File: config.mk
export PLATFORM = sky130hd
export DESIGN_NAME = tri_bbox_scanner_flat
export DESIGN_NICKNAME = d
export VERILOG_FILES = /design/src/rtl/tri_bbox_scanner_if.sv /design/src/rtl/tri_bbox_scanner.sv /design/src/flat_wrapper.sv
export SDC_FILE = /design/constraint.sdc
export NUM_CORES = 1
export LEC_CHECK = 0
export CORE_ASPECT_RATIO = 0.75
export CORE_MARGIN = 3
export CORE_UTILIZATION = 35
export CTS_CLUSTER_DIAMETER = 40
export DETAILED_ROUTE_END_ITERATION = 7
export DONT_BUFFER_PORTS = 1
export MAX_ROUTING_LAYER = met4
export SYNTH_ARGS = -nofsm -noshare
export SYNTH_HDL_FRONTEND = slang
export SYNTH_SLANG_ARGS = --single-unit
File: constraint.sdc
create_clock -name i_clk -period 13.1 [get_ports i_clk]
set_input_delay 2.62 -clock i_clk [delete_from_list [all_inputs] [get_ports i_clk]]
set_output_delay 2.62 -clock i_clk [all_outputs]
set_load 0.02 [all_outputs]
File: src/rtl/tri_bbox_scanner_if.sv
// tri_bbox_scanner_if: triangle input, latched vertices and pixel-stream handshake
interface tri_bbox_scanner_if;
  logic i_tri_valid;
  logic o_tri_ready;
  logic signed [15:0] i_x0, i_y0, i_x1, i_y1, i_x2, i_y2;
  logic signed [15:0] o_x0, o_y0, o_x1, o_y1, o_x2, o_y2;
  logic signed [15:0] o_p_x, o_p_y;
  logic o_valid;
  logic i_ready;
  logic o_last;
  logic o_busy;
  logic o_done;
  modport slave (
    input  i_tri_valid, i_x0, i_y0, i_x1, i_y1, i_x2, i_y2, i_ready,
    output o_tri_ready, o_x0, o_y0, o_x1, o_y1, o_x2, o_y2,
           o_p_x, o_p_y, o_valid, o_last, o_busy, o_done
  );
  modport master (
    output i_tri_valid, i_x0, i_y0, i_x1, i_y1, i_x2, i_y2, i_ready,
    input  o_tri_ready, o_x0, o_y0, o_x1, o_y1, o_x2, o_y2,
           o_p_x, o_p_y, o_valid, o_last, o_busy, o_done
  );
endinterface

File: src/rtl/tri_bbox_scanner.sv
// tri_bbox_scanner: clips a triangle's bounding box to the screen and streams its pixels in raster order
module tri_bbox_scanner #(
  parameter int SCREEN_W = 320,
  parameter int SCREEN_H = 240
) (
  input logic i_clk,
  input logic i_rst_n,
  tri_bbox_scanner_if.slave bus
);
  localparam logic signed [15:0] XM = 16'(SCREEN_W - 1);
  localparam logic signed [15:0] YM = 16'(SCREEN_H - 1);
  typedef enum logic [1:0] {IDLE, SETUP, SCAN, DONE} state_t;
  state_t state;
  logic signed [15:0] xmin, xmax, ymin, ymax;
  logic signed [15:0] lx, hx, ly, hy;
  function automatic logic signed [15:0] mn(input logic signed [15:0] a, input logic signed [15:0] b);
    return a < b ? a : b;
  endfunction
  function automatic logic signed [15:0] mx(input logic signed [15:0] a, input logic signed [15:0] b);
    return a > b ? a : b;
  endfunction
  always_comb begin
    lx = mx(mn(mn(bus.o_x0, bus.o_x1), bus.o_x2), 16'sd0);
    hx = mn(mx(mx(bus.o_x0, bus.o_x1), bus.o_x2), XM);
    ly = mx(mn(mn(bus.o_y0, bus.o_y1), bus.o_y2), 16'sd0);
    hy = mn(mx(mx(bus.o_y0, bus.o_y1), bus.o_y2), YM);
  end
  assign bus.o_tri_ready = state == IDLE;
  assign bus.o_busy = state != IDLE;
  assign bus.o_done = state == DONE;
  assign bus.o_last = bus.o_valid && bus.o_p_x == xmax && bus.o_p_y == ymax;
  always_ff @(posedge i_clk or negedge i_rst_n) begin
    if (!i_rst_n) begin
      state <= IDLE;
      {bus.o_x0, bus.o_y0, bus.o_x1, bus.o_y1, bus.o_x2, bus.o_y2} <= '0;
      {xmin, xmax, ymin, ymax} <= '0;
      bus.o_p_x <= '0;
      bus.o_p_y <= '0;
      bus.o_valid <= 1'b0;
    end else begin
      case (state)
        IDLE: if (bus.i_tri_valid) begin
          {bus.o_x0, bus.o_y0, bus.o_x1, bus.o_y1, bus.o_x2, bus.o_y2} <=
            {bus.i_x0, bus.i_y0, bus.i_x1, bus.i_y1, bus.i_x2, bus.i_y2};
          state <= SETUP;
        end
        SETUP: begin
          {xmin, xmax, ymin, ymax} <= {lx, hx, ly, hy};
          if (lx > hx || ly > hy) state <= DONE;
          else begin
            bus.o_p_x <= lx;
            bus.o_p_y <= ly;
            bus.o_valid <= 1'b1;
            state <= SCAN;
          end
        end
        SCAN: if (bus.o_valid && bus.i_ready) begin
          if (bus.o_last) begin
            bus.o_valid <= 1'b0;
            state <= DONE;
          end else if (bus.o_p_x < xmax) bus.o_p_x <= bus.o_p_x + 16'sd1;
          else begin
            bus.o_p_x <= xmin;
            bus.o_p_y <= bus.o_p_y + 16'sd1;
          end
        end
        default: state <= IDLE;
      endcase
    end
  end
endmodule

File: src/flat_wrapper.sv
// flat-port wrapper written by rule: the top's interface ports become plain ports
module tri_bbox_scanner_flat 
#(
  parameter int SCREEN_W = 320,
  parameter int SCREEN_H = 240
)
  (i_clk, i_rst_n, bus_i_tri_valid, bus_i_x0, bus_i_y0, bus_i_x1, bus_i_y1, bus_i_x2, bus_i_y2, bus_i_ready, bus_o_tri_ready, bus_o_x0, bus_o_y0, bus_o_x1, bus_o_y1, bus_o_x2, bus_o_y2, bus_o_p_x, bus_o_p_y, bus_o_valid, bus_o_last, bus_o_busy, bus_o_done);
  tri_bbox_scanner_if bus_i ();
  input logic i_clk;
  input logic i_rst_n;
  input wire logic [$bits(bus_i.i_tri_valid)-1:0] bus_i_tri_valid;
  input wire logic [$bits(bus_i.i_x0)-1:0] bus_i_x0;
  input wire logic [$bits(bus_i.i_y0)-1:0] bus_i_y0;
  input wire logic [$bits(bus_i.i_x1)-1:0] bus_i_x1;
  input wire logic [$bits(bus_i.i_y1)-1:0] bus_i_y1;
  input wire logic [$bits(bus_i.i_x2)-1:0] bus_i_x2;
  input wire logic [$bits(bus_i.i_y2)-1:0] bus_i_y2;
  input wire logic [$bits(bus_i.i_ready)-1:0] bus_i_ready;
  output wire logic [$bits(bus_i.o_tri_ready)-1:0] bus_o_tri_ready;
  output wire logic [$bits(bus_i.o_x0)-1:0] bus_o_x0;
  output wire logic [$bits(bus_i.o_y0)-1:0] bus_o_y0;
  output wire logic [$bits(bus_i.o_x1)-1:0] bus_o_x1;
  output wire logic [$bits(bus_i.o_y1)-1:0] bus_o_y1;
  output wire logic [$bits(bus_i.o_x2)-1:0] bus_o_x2;
  output wire logic [$bits(bus_i.o_y2)-1:0] bus_o_y2;
  output wire logic [$bits(bus_i.o_p_x)-1:0] bus_o_p_x;
  output wire logic [$bits(bus_i.o_p_y)-1:0] bus_o_p_y;
  output wire logic [$bits(bus_i.o_valid)-1:0] bus_o_valid;
  output wire logic [$bits(bus_i.o_last)-1:0] bus_o_last;
  output wire logic [$bits(bus_i.o_busy)-1:0] bus_o_busy;
  output wire logic [$bits(bus_i.o_done)-1:0] bus_o_done;
  assign bus_i.i_tri_valid = bus_i_tri_valid;
  assign bus_i.i_x0 = bus_i_x0;
  assign bus_i.i_y0 = bus_i_y0;
  assign bus_i.i_x1 = bus_i_x1;
  assign bus_i.i_y1 = bus_i_y1;
  assign bus_i.i_x2 = bus_i_x2;
  assign bus_i.i_y2 = bus_i_y2;
  assign bus_i.i_ready = bus_i_ready;
  assign bus_o_tri_ready = bus_i.o_tri_ready;
  assign bus_o_x0 = bus_i.o_x0;
  assign bus_o_y0 = bus_i.o_y0;
  assign bus_o_x1 = bus_i.o_x1;
  assign bus_o_y1 = bus_i.o_y1;
  assign bus_o_x2 = bus_i.o_x2;
  assign bus_o_y2 = bus_i.o_y2;
  assign bus_o_p_x = bus_i.o_p_x;
  assign bus_o_p_y = bus_i.o_p_y;
  assign bus_o_valid = bus_i.o_valid;
  assign bus_o_last = bus_i.o_last;
  assign bus_o_busy = bus_i.o_busy;
  assign bus_o_done = bus_i.o_done;
  tri_bbox_scanner #(.SCREEN_W(SCREEN_W), .SCREEN_H(SCREEN_H)) u_core (.i_clk(i_clk), .i_rst_n(i_rst_n), .bus(bus_i));
endmodule
==> impl_results.md, run 1 <==
* Critical Path RT at ~13000 ps
* CTS Buf Count at 17
* Antenna-violating nets left at 0
* Worst-Skew Late Latency at 460 ps
* Slew Limit Fails at 0
* Period minus WS final at 10420 ps
* Setup TNS at 0 ps
* Gr usage total at 0.216
* Iteration count of the initial detailed-routing pass at 5
* Core area at 39600 um2
* Post-DP HPWL at 35700 um
* Worst Setup Start Kind: flip-flop
* Run status: finished, final reports clean
* Most frequent cells in the layout: dfrtp_1, ha_1, mux2_2
* Worst min path class: reg2reg
* Clk sink count at roughly 180
* Number of synthesized register bits at roughly 180
* Slew @ Worst Pin at around 1100 ps
* Initial Util at 0.356
* Most used DFF post-synth: dfrtp_1
* Most common cell after layout, fill and taps aside: dfrtp_1
* Residual DRC at 0
* Setup crit start: u_core.bus.o_x1[15]
* Worst R2R Start: u_core.bus.o_x1[15]
* Gpl congestion at just under 1
* R2R Setup Slk at approximately 2700 ps
* Layout Cells excl Fill at 2030
* Buffers added on ports at 0
* Post-synth cell types at 86
* Synth Instances at 1534
* Final period util at 0.795
* Setup Buffers After CTS at 0
* Wire per inst at approximately 22 um
* Share of layout cells above drive strength 1 at 0.150
* CP endpoint kind: flip-flop
* Max FO, Critical Path at 46
* Nets@finish at 1748
* CTS hold repair buffers at 0
* Row count at 63
* Dpl cells at around 2k
* Wire length of the first global-routing pass at a little under 70000 um
* Dpl ws at a little under 3000 ps
* Initial antenna violation count at 0
* Synth async-reset ratio at 1.00
* Final Hold Viols at 0
* Vias in the first global route at roughly 11k
* EDFF count, synth at 0
* CP max stage delay at 820 ps
* Synthesized area at 14100 um2
* Min-Delay Startpoint: u_core.xmin[0]
* Setup ws final at ~2700 ps
* CTS Buffer Depth at 2
* Count of final setup violators at 0
* CP Class: reg2reg
* Unrepaired setup endpoints after global routing: no
* Post-CTS sizing at 0
* Routed Wire Length at ~45000 um
* Most used cell, CP: ha_1
* Die W at ~240 um
* ANT cells at 0
* Largest net degree at the start of global routing at 180
* Clock Skew at ~16 ps
* Initial DRC count at 961
* Htree depth at 4
* CP max stage cell: a311oi_1
* CTS tree: done
* Clk slew on worst S/H paths at 70 ps
* Congestion Overflow GR at 0
* I/O pin total at roughly 230
* Synth warn at 0
* Via-to-Cell Ratio at roughly 5.9
* Max-slew headroom at 0.288
* DIE AREA at roughly 43000 um2
* Register area share after synthesis at 0.317
* Max Clk Rate at 96.0 MHz
* Area Growth Syn to Fin at 7.15%
* Die height at around 180 um
* Clock Tree Root: clkbuf_16
* Syn_area_per_cell at ~9.2 um2
* Crit path arrival time at 10790 ps
* Via count at approximately 12k
* Max Cap Viol at 0
-- registers in the layout, summed over array words and instances (netlist names) --
signal              flops
u_core.xmax            16
u_core.bus.o_y2        16
u_core.xmin            16
u_core.bus.o_y1        16
u_core.state            2
u_core.bus.o_valid      1
u_core.bus.o_p_y       16
u_core.bus.o_y0        16
u_core.bus.o_x1        16
u_core.ymax            16
u_core.bus.o_x0        16
u_core.bus.o_p_x       16
u_core.bus.o_x2        16
-- worst paths after layout --
| check | end | depth (start not counted) |
|---|---|---|
| worst min-delay path | u_core.xmin[0] | 2 |
| worst max-delay path | u_core.bus.o_p_y[0] | 31 |
| worst max register to register | u_core.bus.o_p_y[0] | 31 |
| min in group asynchronous | u_core.bus.o_p_x[8] | 0 |
| worst min register to register | u_core.xmin[0] | 2 |
| max in group asynchronous | u_core.bus.o_y1[15] | 0 |
-- area by class of cell --
class | instances | area [um2]
tap | 520 | 651
clock inverter | 13 | 110
fill | 3954 | 24500
clock buffer | 18 | 429
sequential | 179 | 4480
multi-input combinational | 1171 | 8930
inverter | 116 | 435
timing repair buffer | 13 | 97.6
-- synth_stat cells, types with 6 or more instances --
cell type  count  area [um2]
dfrtp_1      179        4480
inv_1        116         435
nand2_1       92         345
o21bai_1      11        82.6
xnor2_1       11        96.3
a211oi_1      26         195
buf_1          9        33.8
o31a_1         6        52.6
o21a_1        13        97.6
a31oi_1       11        68.8
xor2_1        18         158
and2_1         6        37.5
or3_1         12        75.1
a21oi_1       61         305
clkbuf_1      49         184
nor2_1       122         458
or2_2         17         106
mux2_2       139        1570
and3_1        15        93.8
nand3_1       42         210
nand4_1       35         219
mux2i_1       28         280
o31ai_1       17         128
o21ai_0       89         445
nand2b_1      10        62.6
a21o_1        28         210
a311oi_1       7        61.3
nor2b_1       22         138
o211ai_1      23         173
ha_1         150        1880
nor4_1        22         138
a221o_1       15         150
nor3_1        27         135
-- critical path: cells and delay by family, from the launching register on --
family	cells	cell delay [ps]
fa+ha+maj	4	1540
compound gates	15	5530
mux	1	450
flops	1	540
simple gates	9	1710
buf+inv	2	510
-- stage by stage --
stage          utilization  area (um2)  hold WS, ps
6_report             0.382       15100          499
5_1_grt              0.382       15100          532
4_1_cts              0.382       15100          500
3_5_place_dp         0.368       14600          482
3_3_place_gp         0.368       14600          480
2_1_floorplan            -       14100          460
-- cells by family (layout without fill, tap and decap cells) --
family / count (synthesis) / after routing / share of synthesized area
muxes: 168 / 168 / 0.132
and+or+nand+nor: 447 / 447 / 0.158
other: 1 / 2 / 0.000266
xor gates and xnor gates: 29 / 29 / 0.0180
DFF: 179 / 179 / 0.317
adders and majority gates: 150 / 150 / 0.133
AOI/OAI and AO/OA: 375 / 375 / 0.188
buffers and inverters: 185 / 160 / 0.0532
-- routing by layer --
layer,global-route usage,vias up,part of all wire
met2,0.275,454,0.39
met1,0.333,5823,0.51
met3,0.0498,42,0.082
met5,-,-,0
li1,-,5588,-
met4,0.0603,0,0.021
Power of run 1 is left out: the tool's default activity adds up to more than one toggle a clock period on the data nets, which glitch-free logic cannot reach.
==> run 2: changes to the inputs <==
==> constraint.sdc (replaced) <==
create_clock -name i_clk -period 9.35 [get_ports i_clk]
set_input_delay 1.87 -clock i_clk [delete_from_list [all_inputs] [get_ports i_clk]]
set_output_delay 1.87 -clock i_clk [all_outputs]
set_load 0.02 [all_outputs]
==> run 2 against run 1 <==
  * Sequential share of layout area decreased by 0.60 points
  * Final cell count increased by 1.2%
  * First-iteration DRC count increased by 1.8%
  * Die area unchanged
  * Routed wire length increased by 1.5%
  * Design area increased by 2.1%
  * Critical path type unchanged
  * Worst setup slack got worse by 2100 ps
  * Critical path depth increased by 3
  * Largest cell class unchanged
  * Register-to-register slack got worse by 2100 ps
  * Utilization increased by 0.80 points
  * Critical endpoint unchanged
==> impl_results.md, run 2 (same netlist as run 1, synthesis figures left out) <==
* Min-Delay Startpoint: u_core.xmin[0]
* Reg2reg path depth at 34
* Area Growth Syn to Fin at 9.38%
* DIE AREA at 42800 um2
* Via count at 12.0k
* Worst R2R Start: u_core.bus.o_y1[7]
* CP max stage cell: a22oi_2
* Initial Util at 0.356
* Worst Setup Start Kind: flip-flop
* Share of layout cells above drive strength 1 at 0.170
* Die W at around 240 um
* Clock Tree Root: clkbuf_16
* Final period util at 0.935
* Antenna-violating nets left at 0
* Critical Path RT at 9730 ps
* CP max stage delay at 630 ps
* Period minus WS final at 8750 ps
* Most used cell, CP: o21ai_0
* Max Cap Viol at 0
* Crit path arrival time at just over 9000 ps
* Row count at 63
* Initial DRC count at between 900 and 1k
* Worst min path class: reg2reg
* Htree depth at 4
* Core area at about 40000 um2
* Unrepaired setup endpoints after global routing: no
* Vias in the first global route at 11.4k
* CTS tree: done
* Wire per inst at about 22 um
* Gpl congestion at 0.953
* Gr usage total at 0.219
* Nets@finish at 1769
* CTS Buf Count at 17
* Routed Wire Length at roughly 46000 um
* Count of final setup violators at 0
* Setup TNS at 0 ps
* Final Hold Viols at 0
* Most frequent cells in the layout: dfrtp_1, ha_1, mux2_2
* Run status: finished, final reports clean
* Residual DRC at 0
* Layout Cells excl Fill at 2054
* Max Clk Rate at around 110 MHz
* Dpl cells at ~2.0k
* Clk slew on worst S/H paths at 70 ps
* Buffers added on ports at 0
* Largest net degree at the start of global routing at between 150 and 200
* Hold depth at 2
* Setup Buffers After CTS at 0
* Reg2reg end: u_core.bus.o_p_y[0]
* Max FO, Critical Path at 46
* Via-to-Cell Ratio at around 5.8
* Post-DP HPWL at about 36000 um
* Die height at 180 um
* I/O pin total at about 230
* Iteration count of the initial detailed-routing pass at 5
* Hold Crit Endpoint: u_core.xmin[0]
* Wire length of the first global-routing pass at roughly 71000 um
* Clock Skew at around 12 ps
* CTS Buffer Depth at 2
* Max-slew headroom at 0.321
* Slew Limit Fails at 0
* CP endpoint kind: flip-flop
* Worst-Skew Late Latency at between 400 and 500 ps
* Initial antenna violation count at 2
* CP Class: reg2reg
* Most common cell after layout, fill and taps aside: dfrtp_1
* Slew @ Worst Pin at ~1000 ps
* Congestion Overflow GR at 0
* Clk sink count at ~180
* R2R Setup Slk at just over 600 ps
==> run 2: cell types whose count changed in the layout (fill, tap and decap cells not counted), moves of 3 or more <==
cell	before	now
inv_6	2	5
a211oi_1	26	21
a211oi_2	0	5
buf_4	13	33
clkinv_2	6	1
==> run 2: worst max path at each step <==
stage                             start                   end  slack (ps)
finish               u_core.bus.o_y1[7]   u_core.bus.o_p_y[0]         600
global route         u_core.bus.o_y1[7]   u_core.bus.o_p_y[0]          20
CTS                  u_core.bus.o_x1[9]   u_core.bus.o_p_y[0]         570
detailed placement   u_core.bus.o_x1[9]   u_core.bus.o_p_y[0]         590
global placement    u_core.bus.o_x1[10]  u_core.bus.o_p_x[12]         710
floorplan            u_core.bus.o_y1[7]   u_core.bus.o_p_x[0]         830
==> run 2: stage by stage <==
| stage | hold slack [ps] | area, um2 | worst slack (ps) | utilization |
|---|---|---|---|---|
| floorplan | 460 | 14100 | 827 | - |
| global placement | 474 | 14800 | 713 | 0.372 |
| detailed placement | 479 | 14800 | 594 | 0.372 |
| CTS | 497 | 15400 | 569 | 0.388 |
| global route | 526 | 15400 | 18.6 | 0.390 |
| finish | 495 | 15400 | 604 | 0.390 |
==> run 2: cell type report <==
| type | instances | area [um2] |
|---|---|---|
| multi-input cells | 1171 | 8990 |
| well taps | 520 | 651 |
| flip-flops and latches | 179 | 4480 |
| clock buffers | 19 | 443 |
| fillers | 3934 | 24200 |
| inverters | 116 | 435 |
| repair buffers | 34 | 268 |
| clock inverters | 13 | 171 |
| diodes | 2 | 5.00 |
==> run 2: repair_timing <==
item / in CTS / in global routing
hold buffers: 0 / 0
endpoints found under the setup margin: 0 / 32
resized for setup: 0 / 14
==> run 2: routing by layer <==
| metal | track usage | vias up | routed length (um) |
|---|---|---|---|
| met5 | - | - | 0 |
| met4 | 0.0306 | 0 | 325 |
| met3 | 0.0592 | 19 | 3800 |
| met2 | 0.292 | 425 | 18700 |
| met1 | 0.334 | 5907 | 23300 |
| li1 | - | 5625 | - |
==> run 2: critical path, delay by kind of cell, from the launching register on <==
| family | cells | cell delay, ps |
|---|---|---|
| buffers and inverters | 4 | 900 |
| flip-flops | 1 | 510 |
| adder cells (fa/ha/maj) | 4 | 1400 |
| AND/OR/NAND/NOR | 9 | 2180 |
| AO/OA/AOI/OAI | 17 | 3650 |
Power of run 2 is left out for the same reason.
